<file path="config.mk">
export PLATFORM = sky130hd
export DESIGN_NAME = periph_bus_bridge
export DESIGN_NICKNAME = d
export VERILOG_FILES = /design/src/rtl/periph_pkg.sv /design/src/rtl/periph_bridge_timer.sv /design/src/rtl/periph_bus_bridge.sv
export SDC_FILE = /design/constraint.sdc
export NUM_CORES = 1
export LEC_CHECK = 0
export ABC_AREA = 1
export BUFFER_PORTS_ARGS = -buffer_cell sky130_fd_sc_hd__buf_2
export CAP_MARGIN = 5
export CORE_ASPECT_RATIO = 1.1
export CORE_MARGIN = 5
export CORE_UTILIZATION = 49
export CTS_CLUSTER_SIZE = 28
export DETAILED_ROUTE_END_ITERATION = 8
export GPL_TIMING_DRIVEN = 0
export PLACE_DENSITY = 0.85
export SLEW_MARGIN = 30
export SYNTH_ARGS = -nofsm -noshare
export SYNTH_HDL_FRONTEND = slang
export SYNTH_HIERARCHICAL = 1
export SYNTH_SLANG_ARGS = --single-unit
export TNS_END_PERCENT = 10
</file>
<file path="constraint.sdc">
create_clock -name clk -period 2.9 [get_ports clk]
set_input_delay 0.29 -clock clk [delete_from_list [all_inputs] [get_ports clk]]
set_output_delay 0.29 -clock clk [all_outputs]
set_load 0.05 [all_outputs]
</file>
<file path="src/rtl/periph_pkg.sv">
// -----------------------------------------------------------------------------
// periph_pkg
// Shared types and constants for the core-to-peripheral bus bridge and the
// accumulator/counter peripheral it fronts.
//   state_e          bridge FSM states
//   PERIPH_BASE_DEF  default base of the 16-byte peripheral window
//   OFS_*            peripheral word offsets (p_addr_o values)
//   in_window()      address match on bits [31:4]
// -----------------------------------------------------------------------------
package periph_pkg;

    typedef enum logic [1:0] {
        ST_IDLE = 2'd0,
        ST_WAIT = 2'd1,
        ST_DONE = 2'd2,
        ST_ERR  = 2'd3
    } state_e;

    localparam logic [31:0] PERIPH_BASE_DEF = 32'hFFFF_FF00;

    localparam logic [1:0] OFS_CLR    = 2'd0;
    localparam logic [1:0] OFS_ACC_WR = 2'd1;
    localparam logic [1:0] OFS_ACC_RD = 2'd2;
    localparam logic [1:0] OFS_CNT_RD = 2'd3;

    function automatic logic in_window(input logic [31:0] addr, input logic [31:0] base);
        return addr[31:4] == base[31:4];
    endfunction

endpackage

</file>
<file path="src/rtl/periph_bridge_timer.sv">
// -----------------------------------------------------------------------------
// periph_bridge_timer
// Saturating timeout counter for the bridge WAIT state. Counts enabled cycles
// from zero and holds at LIMIT-1; expired_o is high while the count sits there.
//   clk        in   clock
//   reset      in   asynchronous, active-high reset
//   clr_i      in   synchronous clear (dominates en_i)
//   en_i       in   count enable
//   expired_o  out  count == LIMIT-1
// -----------------------------------------------------------------------------
module periph_bridge_timer #(
    parameter int LIMIT = 15
) (
    input  logic clk,
    input  logic reset,
    input  logic clr_i,
    input  logic en_i,
    output logic expired_o
);

    localparam int W = (LIMIT > 1) ? $clog2(LIMIT) : 1;
    localparam logic [W-1:0] TC = W'(LIMIT - 1);

    logic [W-1:0] cnt_q, cnt_d;

    always_comb begin
        cnt_d = cnt_q;
        if (clr_i) begin
            cnt_d = '0;
        end else if (en_i && (cnt_q != TC)) begin
            cnt_d = cnt_q + W'(1);
        end
    end

    always_ff @(posedge clk or posedge reset) begin
        if (reset) begin
            cnt_q <= '0;
        end else begin
            cnt_q <= cnt_d;
        end
    end

    assign expired_o = (cnt_q == TC);

endmodule

</file>
<file path="src/rtl/periph_bus_bridge.sv">
// -----------------------------------------------------------------------------
// periph_bus_bridge
// Bridges the core data-memory port to the accumulator/counter peripheral.
// A request hitting the 16-byte window stalls the core until the peripheral's
// periodic p_valid_i window; exactly one ce/we cycle is issued in that window,
// load data is captured, and the core is released the following cycle.
// Misaligned requests and a silent peripheral both end in a one-cycle error.
//
// State table
//   state | meaning
//   IDLE  | no access in flight; decode window, latch request
//   WAIT  | aligned access pending; issue in the p_valid_i cycle or time out
//   DONE  | access complete; core released, load data presented
//   ERR   | misaligned or timed out; core released with error pulse
//
// Ports
//   clk, reset                 clock, async active-high reset
//   core_req_i/we_i/addr_i/wdata_i   core request
//   core_hit_o                 request targets the peripheral window
//   core_stall_o               hold core pipeline
//   core_rdata_o, core_err_o   response (DONE/ERR cycle)
//   p_ce_o/we_o/addr_o/wdata_o peripheral access
//   p_rdata_i, p_valid_i       peripheral read data and access window
//   p_stall_o                  peripheral freeze, low only in the issue cycle
// -----------------------------------------------------------------------------
module periph_bus_bridge
    import periph_pkg::*;
#(
    parameter logic [31:0] PERIPH_BASE = PERIPH_BASE_DEF,
    parameter int          TIMEOUT     = 15,
    parameter logic [31:0] ERR_RDATA   = 32'h0000_0000
) (
    input  logic        clk,
    input  logic        reset,
    input  logic        core_req_i,
    input  logic        core_we_i,
    input  logic [31:0] core_addr_i,
    input  logic [31:0] core_wdata_i,
    output logic        core_hit_o,
    output logic        core_stall_o,
    output logic [31:0] core_rdata_o,
    output logic        core_err_o,
    output logic        p_ce_o,
    output logic        p_we_o,
    output logic [1:0]  p_addr_o,
    output logic [31:0] p_wdata_o,
    input  logic [31:0] p_rdata_i,
    input  logic        p_valid_i,
    output logic        p_stall_o
);

    state_e      state_q, state_d;
    logic        we_q, we_d;
    logic [1:0]  addr_q, addr_d;
    logic [31:0] wdata_q, wdata_d;
    logic [31:0] rdata_q, rdata_d;
    logic        tmo_expired;

    // Counts only WAIT cycles without a valid window; cleared everywhere else.
    periph_bridge_timer #(
        .LIMIT (TIMEOUT)
    ) u_timer (
        .clk       (clk),
        .reset     (reset),
        .clr_i     (state_q != ST_WAIT),
        .en_i      ((state_q == ST_WAIT) && !p_valid_i),
        .expired_o (tmo_expired)
    );

    assign core_hit_o = core_req_i && in_window(core_addr_i, PERIPH_BASE);

    always_comb begin
        state_d = state_q;
        we_d    = we_q;
        addr_d  = addr_q;
        wdata_d = wdata_q;
        rdata_d = rdata_q;
        case (state_q)
            ST_IDLE: begin
                if (core_hit_o) begin
                    we_d    = core_we_i;
                    addr_d  = core_addr_i[3:2];
                    wdata_d = core_wdata_i;
                    state_d = (core_addr_i[1:0] == 2'b00) ? ST_WAIT : ST_ERR;
                end
            end
            ST_WAIT: begin
                // A valid window in the timeout cycle still completes the access.
                if (p_valid_i) begin
                    rdata_d = we_q ? 32'h0 : p_rdata_i;
                    state_d = ST_DONE;
                end else if (tmo_expired) begin
                    state_d = ST_ERR;
                end
            end
            ST_DONE: state_d = ST_IDLE;
            ST_ERR:  state_d = ST_IDLE;
            default: state_d = ST_IDLE;
        endcase
    end

    always_ff @(posedge clk or posedge reset) begin
        if (reset) begin
            state_q <= ST_IDLE;
            we_q    <= 1'b0;
            addr_q  <= 2'b00;
            wdata_q <= 32'h0;
            rdata_q <= 32'h0;
        end else begin
            state_q <= state_d;
            we_q    <= we_d;
            addr_q  <= addr_d;
            wdata_q <= wdata_d;
            rdata_q <= rdata_d;
        end
    end

    // The issue cycle follows p_valid_i combinationally so the access lands
    // inside the peripheral's window rather than one cycle after it.
    assign p_ce_o    = (state_q == ST_WAIT) && p_valid_i;
    assign p_we_o    = p_ce_o && we_q;
    assign p_stall_o = !p_ce_o;
    assign p_addr_o  = addr_q;
    assign p_wdata_o = wdata_q;

    assign core_err_o = (state_q == ST_ERR);

    always_comb begin
        core_rdata_o = 32'h0;
        if (state_q == ST_DONE) begin
            core_rdata_o = rdata_q;
        end else if (state_q == ST_ERR) begin
            core_rdata_o = ERR_RDATA;
        end
    end

    // Reset must release the core even if an access was in flight.
    always_comb begin
        core_stall_o = 1'b0;
        if (!reset) begin
            case (state_q)
                ST_IDLE: core_stall_o = core_hit_o;
                ST_WAIT: core_stall_o = 1'b1;
                default: core_stall_o = 1'b0;
            endcase
        end
    end

endmodule

</file>
==> results of run 1 <==
sequential cells by signal, indices dropped and copies added (netlist names):
register,cells
p_addr_o,2
p_wdata_o,32
we_q,1
rdata_q,32
state_q,2
u_timer/cnt_q,4
worst max-delay path: cells and delay by family, from the launching register on:
kind / cells / cell delay, ns
simple gates: 2 / 0.37
flops: 1 / 0.42
buf+inv: 3 / 0.68
repair_timing:
| action | 4_1_cts | 5_1_grt |
|---|---|---|
| hold endpoints to repair | 35 | 0 |
| gates resized for setup | 0 | 0 |
| hold buffers | 1 | 0 |
cell families (layout without fill, tap and decap cells):
kind of cell | Yosys count | after routing | synth area share (%)
buf+inv | 75 | 265 | 10.2
compound gates | 37 | 37 | 5.35
simple gates | 226 | 226 | 30.9
fa+ha+maj | 2 | 2 | 0.723
flops | 73 | 73 | 52.8
routing by layer:
layer,vias up,GRT usage [%]
li1,1698,-
met5,-,0
met2,167,35.2
met1,1577,26.7
met4,0,7.56
met3,12,6.78
final timing paths:
path                       depth (start not counted)               end  slack [ns]              from
max                                                5   core_rdata_o[0]        0.79        state_q[0]
min                                                3     p_wdata_o[18]        0.20  core_wdata_i[18]
max reg2reg                                        5     p_wdata_o[22]        1.40        state_q[1]
min reg2reg                                        2     p_wdata_o[28]        0.47     p_wdata_o[28]
max in group asynchronous                          4        rdata_q[1]        1.82             reset
min in group asynchronous                          3  u_timer/cnt_q[1]        0.43             reset
per-stage QoR:
stage | total power (uW) | hold WS (ns)
3_5_place_dp | 1260 | 0.214
3_3_place_gp | 1240 | 0.189
5_1_grt | 2340 | 0.185
4_1_cts | 2270 | 0.181
6_report | 2250 | 0.198
2_1_floorplan | 1160 | 0.0561
cells in the mapped netlist:
cell type	instances	area, um^2
buf_6	7	78.8
inv_2	4	15.0
nand3_4	1	17.5
buf_2	10	50.1
clkbuf_1	6	22.5
buf_1	1	3.75
clkinv_2	1	5.00
nor2_2	2	12.5
nand2_2	3	18.8
dfrtp_1	73	1830
buf_4	1	7.51
nand3_2	2	20.0
nor2_8	2	40.0
o21ai_1	21	105
nor2_1	44	165
a21oi_1	3	15.0
nand2_1	97	364
or2_2	2	12.5
nor2_4	1	11.3
o21ai_0	13	65.1
nand4_1	38	238
nand3_1	34	170
inv_1	45	169
ha_1	2	25.0
cell type report:
type                            count  area share (%)
Tap cell                           85            2.25
Buffer                             25            3.45
Sequential cell                    73            38.7
Clock buffer                       12            3.50
Timing Repair Buffer              174            18.9
Multi-Input combinational cell    265            27.1
Clock inverter                      4            2.07
Inverter                           50            4.06
power groups by stage:
stage                     clock network, uW  registers [uW]  logic, uW
after global placement                    0            1090        149
after CTS                              1030            1080        162
after global routing                   1080            1080        186
after detailed placement                  0            1100        160
final                                  1010            1080        161
after floorplan                           0            1090       69.8
==> reports/qor.txt, run 1 <==
status -> finished clean
count of final max-slew check failures -> 0
Fin. Hold Viols -> 0
final core utilization -> 67.8%
commonest non-fill, non-tap cell in the layout -> buf_2
layout cells sized above 1 -> 37.5%
Detail Placement HPWL -> 7230 um
largest net degree at the start of global routing -> 39
Fmax achieved -> 0.475 GHz
fin nets -> 701
Cells after Synth -> 413
H-tree depth -> 3
antenna cells -> 0
router iterations before antenna repair -> 4
period utilisation layout -> 72.6%
met2 wire len -> 4400 um
register bit total from synthesis -> 73
Layout Skew -> 0.0115 ns
1st-iter DRT viols -> 152
die width -> 90.1 um
fin crit period -> 2.11 ns
CP max-delay cell -> dfrtp_1
sw frac -> 20.7%
met3 routed WL -> 960 um
Chip Height -> 98.1 um
initial antenna violation count -> 0
Worst setup EP type -> output pin
Multi-input gate area -> 1280 um^2
dpl cell area -> 4450 um^2
internal power -> 1780 uW
GRT Resource Usage Total -> 21.4%
CTS tree -> done
drt drc -> 0
CTS buffer count -> 9
worst-path fanout max -> 10
pwr/cell area -> 476 nW/um^2
NetSw -> 464 uW
sequential fraction of the synthesis area -> 52.8%
worst min path class -> in -> reg
WL per Instance -> 13.6 um
Reg area -> 1830 um^2
routed metal-1 wirelength -> 3840 um
Max Root-Sink Buffers -> 2
Max Cap Viol -> 0
clock power share -> 45.0%
Initial Util -> 49.6%
final setup fails -> 0
number of vias per cell -> 5.02
worst rel slew slack -> 66.5%
final instance area -> 4720 um^2
Netlist cell types -> 24
Mapped Nets -> 516
die area -> 8840 um^2
synth warn -> 6
mean area per synthesized cell -> 8.37 um^2
# port buffers -> 172
clock sinks -> 73
RSZ-0062 raised after global routing -> false
first-pass GRT wire length -> 15700 um
slack of the critical path -> 0.794 ns
CP peak stage delay -> 0.42 ns
Layout Area Growth over Synthesis -> 36.5%
vias in the first global route -> 3478
Seq pwr share -> 47.9%
worst-margin pin slew -> 0.502 ns
arrival time of the worst setup path -> 1.82 ns
Worst Path Required -> 2.61 ns
CTS Root Cell -> clkbuf_8
Fillers -> 590
Post-Syn Area -> 3460 um^2
gr ovfl total -> 0
Leak -> 0.00284 uW
Worst-Skew Late Latency -> 0.33 ns
DP Cell Count -> 671
IO Pins -> 173
Gate power share -> 7.2%
commonest non-fill, non-tap cells in the layout -> buf_2, nand2_1, dfrtp_1, inv_1, nor2_1
via count -> 3454
fin cells -> 688
Clk pin slew, worst setup/hold paths -> 0.09 ns
Top Metal Used -> met4
Setup Crit Path Kind -> reg -> out
pre-CTS setup slack -> 1.16 ns
Post-CTS Setup Bufs -> 0
Core ar. -> 6970 um^2
Fin Setup TNS -> 0 ns
cells along the critical path -> inv_2 > nand2_1 > clkbuf_1 > nor2_1 > buf_2
gpl congestion -> 0.879
FP Rows -> 32
critical path launch point type -> register
total wire length -> 9330 um
worst vdd ir -> 281 uV
ANT nets after route -> 0
(Power assumes the default switching activity.)
==> inputs of run 2 (changes only) <==
- CORE_UTILIZATION: 49 -> 46
- PLACE_DENSITY: 0.85 -> 0.8
- clock period: 2.9 -> 2.1 ns (I/O delays scaled with it)
==> run 2 against run 1 <==
  * First-iteration DRC count fell by 17%
  * Sequential power grew 38%
  * Power is 24% higher
  * Clock skew about the same
==> reports/qor.txt, run 2 (same netlist as run 1, synthesis figures left out) <==
status -> finished clean
IO Pins -> 173 (unchanged)
FP Rows -> 33 (+3.1%)
CTS buffer count -> 9 (unchanged)
Worst setup EP type -> output pin
# port buffers -> 172 (unchanged)
final instance area -> 4660 um^2 (-1.3%)
Initial Util -> 46.8% (-2.8 points)
layout cells sized above 1 -> 37.5% (unchanged)
commonest non-fill, non-tap cells in the layout -> buf_2, nand2_1, dfrtp_1, inv_1, nor2_1
pre-CTS setup slack -> 0.463 ns (-0.698 ns)
vias in the first global route -> 3457 (-0.60%)
GRT Resource Usage Total -> 21.1% (-0.32 points)
dpl cell area -> 4450 um^2 (about the same)
sw frac -> 23.8% (+3.1 points)
critical path launch point type -> register
final setup fails -> 0 (unchanged)
fin crit period -> 1.98 ns
Max Cap Viol -> 0 (unchanged)
worst vdd ir -> 297 uV (+5.9%)
count of final max-slew check failures -> 0 (unchanged)
clock sinks -> 73 (unchanged)
gr ovfl total -> 0 (unchanged)
Clk pin slew, worst setup/hold paths -> 0.08 ns (about the same)
slack of the critical path -> 0.123 ns (-0.671 ns)
CTS tree -> done
Layout Area Growth over Synthesis -> 34.7%
Fmax achieved -> 0.506 GHz
die area -> 9350 um^2 (+5.8%)
Core ar. -> 7390 um^2 (+6.1%)
pwr/cell area -> 597 nW/um^2 (+25%)
total wire length -> 9410 um (+0.87%)
gpl congestion -> 0.834 (-5.1%)
initial antenna violation count -> 0 (unchanged)
Leak -> 0.00281 uW (-1.3%)
Total Power -> 2780 uW (+24%)
drt drc -> 0 (unchanged)
Worst-Skew Late Latency -> 0.34 ns (about the same)
fin nets -> 701 (unchanged)
H-tree depth -> 3 (unchanged)
CTS Root Cell -> clkbuf_8
Chip Height -> 101 um (+2.9%)
first-pass GRT wire length -> 15800 um (+1.1%)
antenna cells -> 0 (unchanged)
Seq pwr share -> 53.5% (+5.6 points)
Post-CTS Setup Bufs -> 0 (unchanged)
NetSw -> 660 uW (+42%)
Gate power share -> 7.9% (+0.7 points)
clock power share -> 38.6% (-6.4 points)
Worst Path Required -> 1.89 ns (-0.72 ns)
ANT nets after route -> 0 (unchanged)
worst min path class -> in -> reg
Max Root-Sink Buffers -> 2 (unchanged)
Fin. Hold Viols -> 0 (unchanged)
RSZ-0062 raised after global routing -> false
arrival time of the worst setup path -> 1.77 ns (-0.05 ns)
1st-iter DRT viols -> 126 (-17%)
Setup Crit Path Kind -> reg -> out
router iterations before antenna repair -> 4 (unchanged)
WL per Instance -> 13.6 um (+0.58%)
worst rel slew slack -> 66.7% (+0.19 points)
die width -> 92.7 um (+2.9%)
worst-path fanout max -> 10 (unchanged)
number of vias per cell -> 5.04 (+0.43%)
period utilisation layout -> 94.1%
commonest non-fill, non-tap cell in the layout -> buf_2
internal power -> 2120 uW (+19%)
worst-margin pin slew -> 0.499 ns (-0.00287 ns)
via count -> 3479 (+0.72%)
Layout Skew -> 0.0116 ns (+0.000148 ns)
largest net degree at the start of global routing -> 40 (+2.6%)
Detail Placement HPWL -> 7350 um (+1.7%)
-- run 2: changes by cell type in the layout (fill, tap and decap cells not counted), sizes merged --
| cell | previous run | this run |
|---|---|---|
| bufinv | 3 | 1 |
| clkinv | 1 | 4 |
| clkinvlp | 1 | 3 |
| buf | 192 | 191 |
| clkbuf | 18 | 16 |
-- run 2: repair_timing --
| action | CTS | global route |
|---|---|---|
| endpoints found under the setup margin | 0 | 1 |
| hold buffers | 1 | 0 |
| hold endpoints to repair | 34 | 0 |
| resized for setup | 0 | 1 |
-- run 2: worst paths after layout --
| path | from | to | slack, ns | depth (start not counted) |
|---|---|---|---|---|
| max | state_q[1] | p_we_o | 0.12 | 8 |
| max reg2reg | state_q[1] | p_wdata_o[7] | 0.56 | 5 |
| max in group asynchronous | reset | rdata_q[13] | 1.15 | 4 |
| min in group asynchronous | reset | u_timer/cnt_q[0] | 0.33 | 3 |
| min | p_rdata_i[15] | rdata_q[15] | 0.11 | 3 |
| min reg2reg | p_wdata_o[15] | p_wdata_o[15] | 0.47 | 2 |
-- run 2: power groups by stage --
stage               combinational (uW)  sequential, uW  clock (uW)
floorplan                         96.4            1510           0
global placement                   207            1510           0
detailed placement                 219            1510           0
CTS                                223            1490        1100
global route                       256            1490        1160
finish                             219            1490        1070
-- run 2: cell type report --
cell class	instances	area (um^2)
Sequential cell	73	1830
Buffer	25	163
Tap cell	87	109
Clock buffer	9	124
Inverter	50	191
Clock inverter	7	71.3
Fill cell	658	2730
Timing Repair Buffer	174	893
Multi-Input combinational cell	265	1280
-- run 2: per-stage QoR --
| stage | util, % | instances | setup TNS (ns) | hold slack (ns) |
|---|---|---|---|---|
| after floorplan | - | 413 | 0 | -0.0239 |
| after CTS | 63.0 | 690 | 0 | 0.0937 |
| after global placement | 59.9 | 672 | -43.74 | 0.109 |
| after detailed placement | 60.2 | 673 | 0 | 0.134 |
| after global routing | 63.0 | 690 | 0 | 0.112 |
| final | 63.0 | 690 | 0 | 0.112 |
-- run 2: per-layer routing --
layer | share of wire [%] | routed length, um | global-route usage [%]
met5 | 0 | 0 | 0
met4 | 2.3 | 215 | 9.36
met3 | 10 | 971 | 5.00
met2 | 46 | 4350 | 34.7
met1 | 41 | 3880 | 26.6
-- run 2: critical path: stages, from the launching register on --
cell,delay (ns)
dfrtp_1,0.46
nor2_2,0.14
inv_2,0.06
nor2_4,0.10
buf_6,0.16
buf_6,0.14
inv_2,0.04
nor2_1,0.08
clkbuf_4,0.24
